[src/rtl/tankb_video_pkg.sv]
`default_nettype none
// ============================================================================
//  Module      : tankb_video_pkg
//  Description : Shared types and default raster timing for the Tank
//                Battalion video timing generator.
//  Revision    : 1.0 - initial release
// ============================================================================
package tankb_video_pkg;

  // 9-bit raster coordinate, wide enough for counts up to 511
  typedef logic [8:0] vcoord_t;

  // Largest total a 9-bit coordinate counter can represent
  localparam int COORD_LIMIT = 512;

  // Default timing of the original board
  localparam int DEF_CLK_DIV      = 2;
  localparam int DEF_H_TOTAL      = 384;
  localparam int DEF_H_ACTIVE     = 256;
  localparam int DEF_H_SYNC_START = 304;
  localparam int DEF_H_SYNC_END   = 336;
  localparam int DEF_V_TOTAL      = 264;
  localparam int DEF_V_ACTIVE     = 224;
  localparam int DEF_V_SYNC_START = 248;
  localparam int DEF_V_SYNC_END   = 252;

  // Half-open window test [lo, hi); done in int so hi may equal 512
  function automatic logic in_window(input vcoord_t v, input int lo, input int hi);
    return (int'(v) >= lo) && (int'(v) < hi);
  endfunction

endpackage
`default_nettype wire

[src/rtl/tankb_modcnt.sv]
`default_nettype none
// ============================================================================
//  Module      : tankb_modcnt
//  Description : Mod-N up counter with count enable and terminal-count
//                output (behaves like a cascaded 161 with its rco). The
//                next-state value is exposed so callers can register
//                decodes that stay coherent with the count.
//  Revision    : 1.0 - initial release
// ============================================================================
module tankb_modcnt
  import tankb_video_pkg::*;
#(
  parameter int N = DEF_H_TOTAL
) (
  input  logic    clk,
  input  logic    n_clr,
  input  logic    ce,
  output vcoord_t q,
  output vcoord_t nxt,
  output logic    tc
);

  localparam vcoord_t LAST = vcoord_t'(N - 1);

  // Terminal count is qualified by ce, so it can enable the next stage
  assign tc = ce && (q == LAST);

  // Next count: hold, increment, or wrap to zero after the last value
  always_comb begin
    nxt = q;
    if (ce) begin
      nxt = (q == LAST) ? '0 : q + 9'd1;
    end
  end

  // Count register with asynchronous clear
  always_ff @(posedge clk or negedge n_clr) begin
    if (!n_clr) begin
      q <= '0;
    end else begin
      q <= nxt;
    end
  end

endmodule
`default_nettype wire

[src/rtl/tankb_video_timing.sv]
`default_nettype none
// ============================================================================
//  Module      : tankb_video_timing
//  Description : Raster timing generator. Divides the master clock into a
//                pixel clock-enable, runs the chained H/V counters, and
//                decodes sync, blank, the shifter load strobe and a frame
//                start pulse. All decodes are registered from the counters'
//                next values so they switch on the same edge as the counts.
//  Revision    : 1.0 - initial release
// ============================================================================
module tankb_video_timing
  import tankb_video_pkg::*;
#(
  parameter int CLK_DIV      = DEF_CLK_DIV,
  parameter int H_TOTAL      = DEF_H_TOTAL,
  parameter int H_ACTIVE     = DEF_H_ACTIVE,
  parameter int H_SYNC_START = DEF_H_SYNC_START,
  parameter int H_SYNC_END   = DEF_H_SYNC_END,
  parameter int V_TOTAL      = DEF_V_TOTAL,
  parameter int V_ACTIVE     = DEF_V_ACTIVE,
  parameter int V_SYNC_START = DEF_V_SYNC_START,
  parameter int V_SYNC_END   = DEF_V_SYNC_END
) (
  input  logic       clk,
  input  logic       n_clr,
  input  logic       en,
  output logic       pix_ce,
  output logic [8:0] hcnt,
  output logic [8:0] vcnt,
  output logic       n_hsync,
  output logic       n_vsync,
  output logic       hblank,
  output logic       vblank,
  output logic       n_load,
  output logic       frame_start
);

  // --------------------------------------------------------------------------
  // Elaboration-time parameter checks
  // --------------------------------------------------------------------------
  if (CLK_DIV < 1) begin : g_chk_div
    $error("tankb_video_timing: CLK_DIV must be >= 1");
  end
  if (H_TOTAL > COORD_LIMIT) begin : g_chk_htot
    $error("tankb_video_timing: H_TOTAL exceeds 9-bit range");
  end
  if (V_TOTAL > COORD_LIMIT) begin : g_chk_vtot
    $error("tankb_video_timing: V_TOTAL exceeds 9-bit range");
  end
  if (!((H_ACTIVE < H_SYNC_START) && (H_SYNC_START < H_SYNC_END) &&
        (H_SYNC_END <= H_TOTAL))) begin : g_chk_hord
    $error("tankb_video_timing: horizontal timing out of order");
  end
  if (!((V_ACTIVE < V_SYNC_START) && (V_SYNC_START < V_SYNC_END) &&
        (V_SYNC_END <= V_TOTAL))) begin : g_chk_vord
    $error("tankb_video_timing: vertical timing out of order");
  end

  // --------------------------------------------------------------------------
  // Pixel divider
  // --------------------------------------------------------------------------
  localparam int               DIV_W    = (CLK_DIV > 1) ? $clog2(CLK_DIV) : 1;
  localparam logic [DIV_W-1:0] DIV_LAST = DIV_W'(CLK_DIV - 1);

  logic [DIV_W-1:0] div;

  // Divider phase and registered pixel enable; both freeze while en is low
  always_ff @(posedge clk or negedge n_clr) begin
    if (!n_clr) begin
      div    <= '0;
      pix_ce <= 1'b0;
    end else if (en) begin
      pix_ce <= (div == DIV_LAST);
      div    <= (div == DIV_LAST) ? '0 : div + DIV_W'(1);
    end
  end

  // --------------------------------------------------------------------------
  // Chained horizontal / vertical counters
  // --------------------------------------------------------------------------
  logic    h_ce;
  logic    h_tc;
  logic    v_tc;
  vcoord_t h_q;
  vcoord_t v_q;
  vcoord_t h_nxt;
  vcoord_t v_nxt;

  // A high pix_ce captured before en dropped must not advance the raster
  assign h_ce = en && pix_ce;

  tankb_modcnt #(
    .N (H_TOTAL)
  ) u_hcnt (
    .clk   (clk),
    .n_clr (n_clr),
    .ce    (h_ce),
    .q     (h_q),
    .nxt   (h_nxt),
    .tc    (h_tc)
  );

  // Line counter steps on the same edge the pixel counter wraps
  tankb_modcnt #(
    .N (V_TOTAL)
  ) u_vcnt (
    .clk   (clk),
    .n_clr (n_clr),
    .ce    (h_tc),
    .q     (v_q),
    .nxt   (v_nxt),
    .tc    (v_tc)
  );

  assign hcnt = h_q;
  assign vcnt = v_q;

  // --------------------------------------------------------------------------
  // Registered decodes, computed from next counts so they align with hcnt/vcnt
  // --------------------------------------------------------------------------
  // Sync, blank, load strobe and frame start pulse
  always_ff @(posedge clk or negedge n_clr) begin
    if (!n_clr) begin
      n_hsync     <= 1'b1;
      n_vsync     <= 1'b1;
      hblank      <= 1'b0;
      vblank      <= 1'b0;
      n_load      <= 1'b1;
      frame_start <= 1'b0;
    end else if (en) begin
      n_hsync     <= !in_window(h_nxt, H_SYNC_START, H_SYNC_END);
      n_vsync     <= !in_window(v_nxt, V_SYNC_START, V_SYNC_END);
      hblank      <= in_window(h_nxt, H_ACTIVE, COORD_LIMIT);
      vblank      <= in_window(v_nxt, V_ACTIVE, COORD_LIMIT);
      n_load      <= !(h_nxt[2:0] == 3'd7);
      // v_tc is only true on the edge where both counters wrap to zero
      frame_start <= v_tc;
    end
  end

endmodule
`default_nettype wire
[config.mk]
export PLATFORM = sky130hd
export DESIGN_NAME = tankb_video_timing
export DESIGN_NICKNAME = d
export VERILOG_FILES = /design/src/rtl/tankb_video_pkg.sv /design/src/rtl/tankb_modcnt.sv /design/src/rtl/tankb_video_timing.sv
export SDC_FILE = /design/constraint.sdc
export NUM_CORES = 1
export LEC_CHECK = 0
export CAP_MARGIN = 10
export CORE_UTILIZATION = 45
export CTS_BUF_LIST = sky130_fd_sc_hd__clkbuf_2 sky130_fd_sc_hd__clkbuf_4 sky130_fd_sc_hd__clkbuf_8
export DETAILED_ROUTE_END_ITERATION = 7
export GPL_ROUTABILITY_DRIVEN = 1
export PLACE_DENSITY = 0.74
export SYNTH_ARGS = -nofsm -noshare
export SYNTH_HDL_FRONTEND = slang
export SYNTH_SLANG_ARGS = --single-unit
[constraint.sdc]
create_clock -name clk -period 4.04 [get_ports clk]
set_clock_uncertainty 0.1 [all_clocks]
set_input_delay 0.808 -clock clk [delete_from_list [all_inputs] [get_ports clk]]
set_output_delay 0.808 -clock clk [all_outputs]
set_load 0.01 [all_outputs]
-- Word level (Yosys, flattened, before mapping)
Index checks and enable logic that the tools add are counted.
- register bits after elaboration: 26
- input port bits: 3
- output and inout bits: 25
- logic and storage cells: 35
- add/subtract/negate cells: 3
- $lt $le $gt $ge: 6
- equality and inequality tests: 3
- multiplexer cells: 5
- reductions and logical operators: 8
- operators by type and width (operator ; number):
    $mux 9 ; 4
    $add 9x1->9 const B ; 2
    $eq 9x9->1 const B ; 2
    $ge 9x8->1 const B ; 2
    $ge 9x9->1 const B ; 2
    $lt 9x8->1 const B ; 1
    $lt 9x9->1 const B ; 1
    $logic_and 1x1->1 ; 5
    $eq 3x3->1 const B ; 1
    $logic_not 1->1 ; 3
    $add 1x1->1 const B ; 1
    $mux 1 ; 1

-- Logic depth before layout (Yosys ltp)
- depth in word-level cells: 6
- depth in mapped cells: 6
- depth with buffers taken out: 6

-- Modules after synthesis
A second synthesis with hierarchy kept.
- cells, all modules: 108
- area total of the unflattened synthesis: 1208.7 µm²
- modules (own cells, without submodules) (module ; times used ; cells an instance ; area an instance (µm²) ; seq. area each (µm²)):
    tankb_modcnt (u_hcnt) ; 1 ; 40 ; 440.4 ; 225.2
    tankb_modcnt (u_vcnt) ; 1 ; 38 ; 429.2 ; 225.2
    tankb_video_timing ; 1 ; 30 ; 339.1 ; 203.9

-- Least setup slack after synthesis
No wires, ideal clock.
- path kind: input -> register
- start: input port en
- end: register vblank
- library setup time: 0.124 ns
- arrival time: 1.875 ns
- data required time: 3.816 ns
- path slack: 1.942 ns
- cell stages on the path: 5
- buffers on the path: 0
- path through: nand4_4 -> nor3_4 -> a21oi_2 -> o31a_1 -> o31a_1
- longest elaborated chain between the ends: 4
- ends and longest elaborated chain (element ; line ; RTL):
    start, declared ; tankb_video_timing.sv:26 ; input logic en,
    $logic_and 1x1->1 ; tankb_video_timing.sv:90 ; assign h_ce = en && pix_ce;
    $logic_and 1x1->1 ; tankb_modcnt.sv:26 ; assign tc = ce && (q == LAST);
    $mux 9 ; tankb_modcnt.sv:31 ; if (ce) begin
    $ge 9x8->1 ; tankb_video_pkg.sv:29 ; return (int'(v) >= lo) && (int'(v) < hi);
    end signal, assigned ; tankb_video_timing.sv:134 ; vblank <= in_window(v_nxt, V_ACTIVE, COORD_LIMIT);
    end, declared ; tankb_video_timing.sv:33 ; output logic vblank,
Several ways; a longest one is shown, not always the timed one.
A chain may end at the register's enable or synchronous reset.

-- Final worst setup path
- start: input port en
- end: register n_vsync
- longest elaborated chain between the ends: 6
- elaborated cells between the ends (all ways): 7
- classes of those cells: order compare: 2; mux: 1; reduce/logical: 4
- ends and longest elaborated chain (element ; line ; RTL):
    $logic_and 1x1->1 * ; tankb_video_timing.sv:90 ;
    $logic_and 1x1->1 * ; tankb_modcnt.sv:26 ;
    $mux 9 * ; tankb_modcnt.sv:31 ;
    named net u_vcnt.nxt[3] ; tankb_modcnt.sv:19 ; output vcoord_t nxt,
    $ge 9x8->1 / $lt 9x8->1 (equally long branches) ; tankb_video_pkg.sv:29 ;
    $logic_and 1x1->1 * ; tankb_video_pkg.sv:29 ;
    $logic_not 1->1 * ; tankb_video_timing.sv:132 ; n_vsync <= !in_window(v_nxt, V_SYNC_START, V_SYNC_END);
    end signal, assigned ; tankb_video_timing.sv:132 ;
    end, declared ; tankb_video_timing.sv:31 ; output logic n_vsync,
Mark *: on every way through the listed nets, which the timed path passes. The rest lies on a longest branch.

==> summary.txt <==
Worst-path maximum fanout: 15
Syn Inst Count: 137
Worst endpoint required time: 4.19 ns
N_diodes: 0
Tmin final: 2.83 ns
Slew HR: 0.637
Initial core utilization: 0.487
Clock tree buffer depth: 2
Dpl cells: 194
Hold wc startpoint: div$_DFFE_PN0P_
Hold crit path type: register to register
Detailed Place HPWL: 2180 um
Endpoint class of the critical path: register
GRT Util Overall: 0.202
Clock Latency Late Sink: 0.32 ns
P_int: 0.522 mW
Worst r2r src: u_hcnt.q[0]$_DFF_PN0_
WHS Endpoint: div$_DFFE_PN0P_
Multi-input logic area: 693 um^2
Final WS setup: 1.21 ns
Cts bufs inserted: 3
Fin Hold WS: 0.386 ns
CP top delay family: buffers and inverters
Sequential share of power: 0.478
Critical path buffer and inverter count: 1
Initial antenna violation count: 0
Place WS: 0.897 ns
Hold Violations, Final: 0
DR pass1 iterations: 6
CTS Sinks: 26
Post-CTS Setup Bufs: 0
Max-slew violations: 0
Main synth FF type: dfrtp_1
Switching Fraction: 0.315
Pin count of the biggest net entering global routing: 27
Top post-synthesis cells by count: dfrtp_1 (23), nand2_1 (13), nor2_1 (9), nand3_1 (8)
Syn_nets: 142
Reg clk slew, reported paths: 0.15 ns
Share of layout cells above drive strength 1: 0.119
Avg Cell Area, Syn: 10.1 um^2
CTS tree: done
Worst-margin pin slew: 0.543 ns
Worst Reg2Reg Path Length in Cells: 6
Layout area overhead: 28.2%
Chip height: 57.3 um
Setup TNS: 0 ns
Period utilization: 0.700
Core area: 0.00283 mm^2
Clock network fraction of total power: 0.237
Layout Nets: 174
Maximum VDD drop: 0.426 mV
Cell Pwr Density: 431 mW/mm^2
First-pass GRT wire length: 5080 um
Setup crit start kind: input pin
Worst path arrival time: 2.97 ns
Cts repair resizes: 0
Fillers: 237
Peak per-stage delay on the critical path: 0.81 ns
Final ANT Viol Nets: 0
Port Buffer Count: 27
Via count: 1180
Most common cell in the netlist: dfrtp_1
WL final: 3020 um
CP Launch Point: en
Per-cell routed wire length: 15.2 um
EDFF count, synth: 0
Static Leak: 0.730 nW
Area leader, netlist: dfrtp_1
Drt via density: 5.93
Storage cell area: 654 um^2
Failing checks: DRC
Switching power: 0.240 mW
Total congestion overflow: 0
Routability congestion estimate: 0.907
CTS root buf: clkbuf_4
Critical R2R Capture: n_vsync$_DFFE_PN1P_
Status: complete, but fails checks
CP max stage cell: clkdlybuf4s50_1
FP Rows: 19
R2R Setup Slk: 1.84 ns
Detailed Route Iter0 Violations: 38
Gate power share: 0.285
Vias in the first global route: 1120
Max Freq: 353 MHz
Die area: 0.00329 mm^2
# setup viols final: 0
Crit Path Category: input pin to register
Total Power: 0.761 mW
YS warnings: 0
Yosys reg bits: 26
Asr flop ratio synth: 1.00
CP Cell Sequence: clkdlybuf4s50_1, and4_1, nand3_1, nor2_1, mux2_2, a41oi_1
Synth area leaders: dfrtp_1 (42%), dfstp_2 (5.7%), nand2_1 (3.5%), nand3_1 (2.9%), xnor2_1 (2.5%)
Mapped cell area: 0.00138 mm^2
Die X: 57.3 um
Area share of the leading cell type in the synthesized netlist: 0.418
RSZ-0062 raised after global routing: false
Io pins: 28
Fin cells: 199
H-tree depth: 1
Post-synthesis sequential area ratio: 0.475
Library cells used by synthesis: 45
Hold Path Depth: 1
Hold_buf cts: 0
Maxcap violations: 0
Drc violations: 6
-- logic make-up after synthesis --
family,after synthesis,share of synthesized area
mux,4,0.0318
simple gates,59,0.251
buf+inv,8,0.0218
xor+xnor,8,0.0509
fa+ha+maj,2,0.0182
compound gates,30,0.152
flops,26,0.475
-- cell usage in the layout (no fill, tap or decap), types with 4 or more instances in the layout --
master	instances
nand2_1	13
inv_1	6
xnor2_1	4
dfrtp_1	23
o21ai_0	6
nor2_1	9
clkdlybuf4s50_1	27
nand3_1	8
a21oi_1	6
xor2_1	4
-- per-layer routing --
| layer | track usage | share of wire | routed length (um) |
|---|---|---|---|
| met5 | 0 | 0 | 0 |
| met4 | 0.0732 | 0.0056 | 17 |
| met3 | 0.0227 | 0.035 | 105 |
| met2 | 0.331 | 0.49 | 1470 |
| met1 | 0.279 | 0.47 | 1420 |
-- worst register-to-register path: cells and delay by family, from the launching register on --
family | cells | cell delay, ns
AND/OR/NAND/NOR | 3 | 0.75
AO/OA/AOI/OAI | 1 | 0.19
adder cells (fa/ha/maj) | 1 | 0.28
flip-flops | 1 | 0.44
multiplexers | 1 | 0.36
-- stage by stage --
step	utilization	cell area, um^2
floorplan	-	1380
global placement	0.596	1690
detailed placement	0.596	1690
CTS	0.615	1740
global route	0.625	1770
finish	0.625	1770
-- state kept, by name (all words and copies together), names as in the netlist --
register / flops
u_hcnt.q: 9
u_vcnt.q: 9
div: 1
frame_start: 1
hblank: 1
n_hsync: 1
n_load: 1
n_vsync: 1
pix_ce: 1
vblank: 1
-- power groups by stage --
| stage | combinational, mW | sequential [mW] | clock [mW] |
|---|---|---|---|
| detailed placement | 0.215 | 0.369 | 0 |
| floorplan | 0.0996 | 0.376 | 0 |
| CTS | 0.216 | 0.363 | 0.186 |
| finish | 0.217 | 0.364 | 0.180 |
| global placement | 0.213 | 0.366 | 0 |
| global route | 0.240 | 0.373 | 0.193 |
-- worst max-delay path by stage --
stage / slack (ns) / to / depth (start not counted)
after global placement: 0.96 / vblank$_DFFE_PN0P_ / 6
after floorplan: 1.94 / vblank$_DFFE_PN0P_ / 5
after CTS: 1.23 / n_vsync$_DFFE_PN1P_ / 6
final: 1.21 / n_vsync$_DFFE_PN1P_ / 6
after global routing: 1.08 / n_vsync$_DFFE_PN1P_ / 6
after detailed placement: 0.90 / n_vsync$_DFFE_PN1P_ / 6
-- final cells by class --
cell class,count,area share
multi-input combinational,103,0.392
sequential,26,0.370
timing repair buffer,29,0.173
tap,31,0.0220
clock inverter,1,0.0170
clock buffer,3,0.0127
inverter,6,0.0127
Note: power is estimated with default switching activity, not from simulation.
